[src/rtl/uart2bus_pkg.sv]
// uart2bus_pkg: shared bus widths and arbiter state encoding for the uart2bus block set.
package uart2bus_pkg;
  localparam int BUS_AW = 16;
  localparam int BUS_DW = 8;
  typedef enum logic [1:0] {
    ARB_IDLE    = 2'd0,
    ARB_GRANT   = 2'd1,
    ARB_RELEASE = 2'd2
  } arb_state_e;
endpackage

[src/rtl/int_bus_arbiter_rr_pick.sv]
// rr_pick: combinational round-robin selector, first requester at or after the pointer.
module rr_pick #(
  parameter int N  = 2,
  parameter int IW = 3
) (
  input  logic [N-1:0]  req_i,
  input  logic [IW-1:0] ptr_i,
  output logic [N-1:0]  sel_o,
  output logic [IW-1:0] idx_o,
  output logic          any_o
);
  always_comb begin
    idx_o = '0;
    any_o = |req_i;
    // walk offsets from farthest to nearest so the nearest hit wins
    for (int k = N - 1; k >= 0; k--)
      for (int i = 0; i < N; i++)
        if (i == (int'(ptr_i) + k) % N && req_i[i]) idx_o = IW'(i);
    sel_o = any_o ? N'(1) << idx_o : '0;
  end
endmodule

[src/rtl/int_bus_arbiter.sv]
// int_bus_arbiter: round-robin arbiter for the internal register-file bus with a hold-timeout
// watchdog that reclaims a grant held too long while others wait.
module int_bus_arbiter
  import uart2bus_pkg::*;
#(
  parameter int NUM_MASTERS = 2,
  parameter int AW          = BUS_AW,
  parameter int DW          = BUS_DW,
  parameter int MAX_HOLD    = 1024
) (
  input  logic                      clk_i,
  input  logic                      rst_ni,
  input  logic [NUM_MASTERS-1:0]    m_req_i,
  output logic [NUM_MASTERS-1:0]    m_gnt_o,
  input  logic [NUM_MASTERS*AW-1:0] m_address_i,
  input  logic [NUM_MASTERS*DW-1:0] m_wr_data_i,
  input  logic [NUM_MASTERS-1:0]    m_write_i,
  input  logic [NUM_MASTERS-1:0]    m_read_i,
  output logic [DW-1:0]             m_rd_data_o,
  output logic [AW-1:0]             int_address_o,
  output logic [DW-1:0]             int_wr_data_o,
  output logic                      int_write_o,
  output logic                      int_read_o,
  input  logic [DW-1:0]             int_rd_data_i,
  output logic [2:0]                owner_o,
  output logic                      busy_o,
  output logic                      hold_timeout_o
);
  localparam int CW = $clog2(MAX_HOLD + 2);
  localparam logic [CW-1:0] HOLD_MAX  = CW'(MAX_HOLD);
  localparam logic [CW-1:0] HOLD_LAST = CW'(MAX_HOLD == 0 ? 0 : MAX_HOLD - 1);

  arb_state_e             state_q, state_d;
  logic [NUM_MASTERS-1:0] gnt_q, gnt_d, pick_sel;
  logic [2:0]             owner_q, owner_d, ptr_q, ptr_d, pick_idx, nxt;
  logic [CW-1:0]          cnt_q, cnt_d;
  logic                   to_q, to_d, pick_any, own_req, others, fire, busy;

  rr_pick #(.N(NUM_MASTERS), .IW(3)) u_pick (
    .req_i(m_req_i),
    .ptr_i(ptr_q),
    .sel_o(pick_sel),
    .idx_o(pick_idx),
    .any_o(pick_any)
  );

  assign busy    = state_q == ARB_GRANT;
  assign own_req = |(m_req_i & gnt_q);
  assign others  = |(m_req_i & ~gnt_q);
  // an owner dropping its request takes priority over a timeout in the same cycle
  assign fire    = MAX_HOLD != 0 && others && cnt_q == HOLD_LAST;
  assign nxt     = owner_q == 3'(NUM_MASTERS - 1) ? 3'd0 : owner_q + 3'd1;

  always_comb begin
    state_d = state_q;
    gnt_d   = gnt_q;
    owner_d = owner_q;
    ptr_d   = ptr_q;
    cnt_d   = cnt_q;
    to_d    = 1'b0;
    case (state_q)
      ARB_IDLE: if (pick_any) begin
        state_d = ARB_GRANT;
        gnt_d   = pick_sel;
        owner_d = pick_idx;
        cnt_d   = '0;
      end
      ARB_GRANT: if (!own_req || fire) begin
        state_d = ARB_RELEASE;
        gnt_d   = '0;
        ptr_d   = nxt;
        to_d    = own_req;
      end else if (others && cnt_q != HOLD_MAX) begin
        cnt_d = cnt_q + 1'b1;
      end
      default: state_d = ARB_IDLE;
    endcase
  end

  always_ff @(posedge clk_i or negedge rst_ni) begin
    if (!rst_ni) begin
      state_q <= ARB_IDLE;
      gnt_q   <= '0;
      owner_q <= '0;
      ptr_q   <= '0;
      cnt_q   <= '0;
      to_q    <= 1'b0;
    end else begin
      state_q <= state_d;
      gnt_q   <= gnt_d;
      owner_q <= owner_d;
      ptr_q   <= ptr_d;
      cnt_q   <= cnt_d;
      to_q    <= to_d;
    end
  end

  always_comb begin
    int_address_o = '0;
    int_wr_data_o = '0;
    int_write_o   = 1'b0;
    int_read_o    = 1'b0;
    for (int i = 0; i < NUM_MASTERS; i++)
      if (busy && owner_q == 3'(i)) begin
        int_address_o = m_address_i[i*AW +: AW];
        int_wr_data_o = m_wr_data_i[i*DW +: DW];
        int_write_o   = m_write_i[i];
        int_read_o    = m_read_i[i];
      end
  end

  assign m_gnt_o        = gnt_q;
  assign m_rd_data_o    = int_rd_data_i;
  assign owner_o        = owner_q;
  assign busy_o         = busy;
  assign hold_timeout_o = to_q;
endmodule

[config.mk]
export PLATFORM = sky130hd
export DESIGN_NAME = int_bus_arbiter
export DESIGN_NICKNAME = d
export VERILOG_FILES = /design/src/rtl/uart2bus_pkg.sv /design/src/rtl/int_bus_arbiter_rr_pick.sv /design/src/rtl/int_bus_arbiter.sv
export SDC_FILE = /design/constraint.sdc
export NUM_CORES = 1
export LEC_CHECK = 0
export ABC_AREA = 1
export BUFFER_PORTS_ARGS = -buffer_cell sky130_fd_sc_hd__buf_2
export CAP_MARGIN = 20
export CORE_MARGIN = 2
export CORE_UTILIZATION = 43
export CTS_CLUSTER_DIAMETER = 40
export DETAILED_ROUTE_END_ITERATION = 12
export PLACE_DENSITY = 0.88
export SYNTH_ARGS = -nofsm -noshare
export SYNTH_HDL_FRONTEND = slang
export SYNTH_SLANG_ARGS = --single-unit
[constraint.sdc]
create_clock -name clk_i -period 3.78 [get_ports clk_i]
set_input_delay 0.189 -clock clk_i [delete_from_list [all_inputs] [get_ports clk_i]]
set_output_delay 0.189 -clock clk_i [all_outputs]
set_load 0.03 [all_outputs]
== After elaboration in Yosys (flattened, before gate mapping) ==
Cells that the tools add are included.
Word-level totals
  output and inout bits: 41
  bits in registers: 18
  input port bits: 64
  logic and storage cells: 68
Cells by class
  bitwise gates (word level): 4
  reduce and logical (&&, ||, !) cells: 21
  add/subtract/negate cells: 3
  shift-type cells: 1
  mux-type cells: 24
  eq/ne operators: 9
Operator list (count)
  $mux 11: 3
  $logic_not 32->1: 1
  $mux 16: 2
  $pmux 11 s2: 1
  $mux 8: 2
  $add 11x1->11 const B: 1
  $eq 11x10->1 const B: 1
  $ne 11x11->1 const B: 1
  $mux 1: 10
  $mux 2: 4
  $pmux 2 s2: 2
  $logic_and 1x1->1: 7
  $reduce_and 2->1: 3
  $reduce_or 2->1: 3
  $and 2x2->2: 2
  $ne 2x1->1 const B: 2
  $ne 2x2->1 const B: 2
  $reduce_and 4->1: 1
  $logic_not 3->1: 1
  $reduce_and 3->1: 1
  $add 1x1->1 const B: 2
  $eq 2x1->1 const B: 1
  $eq 2x2->1 const A: 1
  $logic_not 2->1: 1
  7 further kinds: 7

== Logic depth before layout (Yosys ltp) ==
  word-level depth: 10
  mapped depth: 10

== Cells and area by module ==
Synthesis repeated with hierarchy kept, for this count alone.
Second synthesis, totals
  cells, all modules: 284
  area total of the unflattened synthesis: 1814.2 sq um
By module, submodules not included
  int_bus_arbiter: cells each 274, area an instance 1765.4 sq um, sequential area each 550.5 sq um, times used 1
  rr_pick: cells each 10, area an instance 48.8 sq um, sequential area each 0.0 sq um, times used 1

== Least setup slack after synthesis ==
Ideal clock, no wire load.
  path kind: register -> output
  from: reg owner_q[0], in the netlist owner_o[0]
  to: out int_address_o[0]
  arrival: 1471 ps
  stages on the path, launching flop included: 5
  path slack: 2120 ps
  required time: 3591 ps
  path through: dfrtp_1 -> clkbuf_1 -> clkbuf_1 -> nand3_1 -> nand2_1
Between the ends
  word-level cells in the longest chain between the ends: 4
  elaborated cells on any way between the ends: 6
  classes of those cells: 1 x eq/ne; 2 x mux; 3 x reduce/logical
RTL lines
  from (decl): line int_bus_arbiter.sv:35  | logic [2:0] owner_q, owner_d, ptr_q, ptr_d, pick_idx, nxt;
  from (signal assigned): line int_bus_arbiter.sv:91  | owner_q <= owner_d;
  $logic_not 3->1: line int_bus_arbiter.sv:104  | if (busy && owner_q == 3'(i)) begin
  $logic_and 1x1->1: line int_bus_arbiter.sv:104
  $mux 16: line int_bus_arbiter.sv:104
  $mux 16 (*): line int_bus_arbiter.sv:104
  to (decl): line int_bus_arbiter.sv:20  | output logic [AW-1:0] int_address_o,
Mark *: on every way between the ends. The rest lies on a longest branch, timed or not.

== Worst setup path after layout ==
  from: reg owner_q[0], in the netlist owner_o[0]
  to: out int_wr_data_o[6]
Between the ends
  word-level cells in the longest chain between the ends: 4
  elaborated cells on any way between the ends: 6
  classes of those cells: 1 x eq/ne; 2 x mux; 3 x reduce/logical
RTL lines
  $logic_not 3->1: line int_bus_arbiter.sv:104
  $logic_and 1x1->1: line int_bus_arbiter.sv:104
  $mux 8: line int_bus_arbiter.sv:104
  $mux 8 (*): line int_bus_arbiter.sv:104
  to (decl): line int_bus_arbiter.sv:21  | output logic [DW-1:0] int_wr_data_o,
Marks and branches as above.

==> impl_metrics.ini <==
[synth]
synth_area_um2 = 1667
syn_avg_cell_area_um2 = 6.361
yosys.cell_count.top_type = nand2_1
yosysWarnings = 0
yosys.area.top_type = dfrtp_1
yosysUniqueCellTypes = 34
synth_flop_cell = dfrtp_1
synth_seq_cells = 18
synthTopCellsByArea = dfrtp_1 (27%), nand3_1 (20%), nand2_1 (17%)
synthArstFlopShare = 1.000
syn_inst = 262
synth_top_area_share = 0.2703
synth-edff-count = 0
ys_seq_area_frac = 0.2703
synth_common_cells = nand2_1 (77), nand3_1 (67), nor2_1 (20)

[routing]
drt-pass1-iter-count = 4
avgViaCountPerCell = 4.971
wl_mm = 4.483
vias = 1879
antenna_left = 0
drc = 0
drt_first_iter_violations = 125
wire_per_inst_um = 11.86

[die]
start_util = 0.4518
core_region_area_um2 = 3689
die_h_um = 66.26
ios = 105
rows = 22
die_x_um = 66.26
die_area_um2 = 4390

[timing]
max_freq_mhz = 352.7
finalSetupTns_ns = 0
clock_skew_ns = 0.001162
setup_viol = 0
period_needed_ns = 2.836
slew_viol_final = 0
fin_crit_sh = 0.7502
worstMarginPinSlew_ns = 0.9225
slew_headroom = 0.3850
rsz0062_at_grt = false
hold_violations = 0

[clocking]
cts_tree = built
post_cts_buffers = 0
htreeDepth = 1
clock_sinks = 18
clockRootBuffer = clkbuf_8
path_clk_slew_ns = 0.07
clk-insertion-delay-late_ns = 0.26
numCtsBuffers = 3
clk_path_buf_depth = 2

[flow_run]
cap_violations = 0

[setup_path]
crit_fanout = 30
reg2regPathDepth = 5
rrSetupSlack_ns = 1.83
required_ns = 3.59
reg2reg_from = state_q[1]$_DFFE_PN0P_
critPathKind = register to output pin
cp_data_arrival_time_ns = 2.65
critical_path.endpoint = int_wr_data_o[6]
crit_path_end_kind = output pin
startpoint = owner_o[0]$_DFFE_PN0P_
worstReg2RegEnd = cnt_q[4]$_DFFE_PN0P_
worstSetupStartpointType = register

[pwr]
ir_worst_vdd_mv = 0.3238
p_leak_nw = 1.215
powerDensity_nw_per_um2 = 659.2

[grt]
grt_max_degree = 62
grt_pass1_vias = 1418
antenna_found_initial = 0
grt_overflow_total = 0
grt_pass1_wl_mm = 6.472
groute.usage.overall = 0.1879

[place]
gp_congestion = 0.8261
place.port_buffers = 86
dp_hpwl_mm = 3.335

[finish]
finalNetCount = 397
drive_above_1_share = 0.3152
fin_util = 0.5597
area_delta_synth_final_pct = 23.87
antennaDiodeCount = 0

[min_path]
holdCritPathClass = input pin to register

[outcome]
outcome = complete, no violations
==> worst min path at each step <==
stage / from / endpoint / slack, ns / cells after the start
3_5_place_dp: rst_ni / cnt_q[3]$_DFFE_PN0P_ / 0.14 / 1
4_1_cts: m_req_i[1] / m_gnt_o[0]$_DFFE_PN0P_ / 0.32 / 4
2_1_floorplan: rst_ni / cnt_q[0]$_DFFE_PN0P_ / -0.11 / 0
5_1_grt: m_req_i[0] / state_q[0]$_DFFE_PN0P_ / 0.36 / 3
3_3_place_gp: rst_ni / cnt_q[3]$_DFFE_PN0P_ / 0.14 / 1
6_report: m_req_i[1] / m_gnt_o[0]$_DFFE_PN0P_ / 0.33 / 4
==> flip-flops by register name, summed over array words and instances, names as in the netlist <==
signal / cells
cnt_q: 11
m_gnt_o: 2
state_q: 2
ptr_q: 1
owner_o: 1
hold_timeout_o: 1
==> worst max-delay path, stage by stage (launching register included) <==
cell and delay [ns]:
dfrtp_1 0.95, clkinv_1 0.87, nand3_1 0.31, nand2_1 0.07
buf_2 0.18
==> layer usage <==
| layer | vias up | global-route usage | part of all wire |
|---|---|---|---|
| li1 | 978 | - | - |
| met1 | 826 | 0.2673 | 0.44 |
| met2 | 70 | 0.2913 | 0.47 |
| met3 | 5 | 0.02215 | 0.071 |
| met4 | 0 | 0.06633 | 0.012 |
| met5 | - | 0 | 0 |
==> metrics by stage <==
stage | setup WS, ns | hold slack, ns | power (mW) | area (um2) | cells
floorplan | 2.120 | -0.1066 | 1.047 | 1670 | 263
global placement | 1.345 | 0.1408 | 1.188 | 1999 | 373
global route | 0.7009 | 0.3649 | 1.451 | 2064 | 378
CTS | 0.9506 | 0.3210 | 1.367 | 2064 | 378
detailed placement | 1.236 | 0.1443 | 1.201 | 1999 | 373
finish | 0.9443 | 0.3251 | 1.361 | 2064 | 378
==> kinds of logic (layout without fill, tap and decap cells) <==
family,count (synthesis),in the layout,share of synthesized area
AOI/OAI and AO/OA,16,16,0.06757
xor gates and xnor gates,1,1,0.005256
adders and majority gates,2,2,0.01501
buffers and inverters,46,113,0.1464
DFF,18,18,0.2703
other,1,2,0.002250
and+or+nand+nor,178,178,0.4932
==> power by group <==
part	total, mW	switching, mW	internal [mW]
logic	0.906	0.665	0.241
registers	0.292	0.0677	0.225
clock network	0.162	0.0695	0.0928
total	1.36	0.803	0.558
==> repair_timing <==
action,4_1_cts,5_1_grt
hold endpoints to repair,18,0
hold buffers,1,0
resized for setup,0,0
==> layout make-up <==
class,count,area (um2)
Clock buffer,4,55.05
Fill cell,372,1624
Tap cell,48,60.06
Inverter,22,82.58
Timing Repair Buffer,87,440.4
Sequential cell,18,450.4
Multi-Input combinational cell,199,975.9
==> placed cells by master, fill, tap and decap left out, types with 2 or more instances in the layout <==
cell      instances
a21oi_1           3
buf_2            86
clkbuf_8          4
conb_1            2
dfrtp_1          18
ha_1              2
inv_1            19
inv_2             2
nand2_1          77
nand3_1          67
nand4_1           2
nor2_1           20
nor2_2            2
nor3_1            3
o21ai_0           5
o21ai_1           2
No activity file was read; power rests on OpenSTA's default activity.
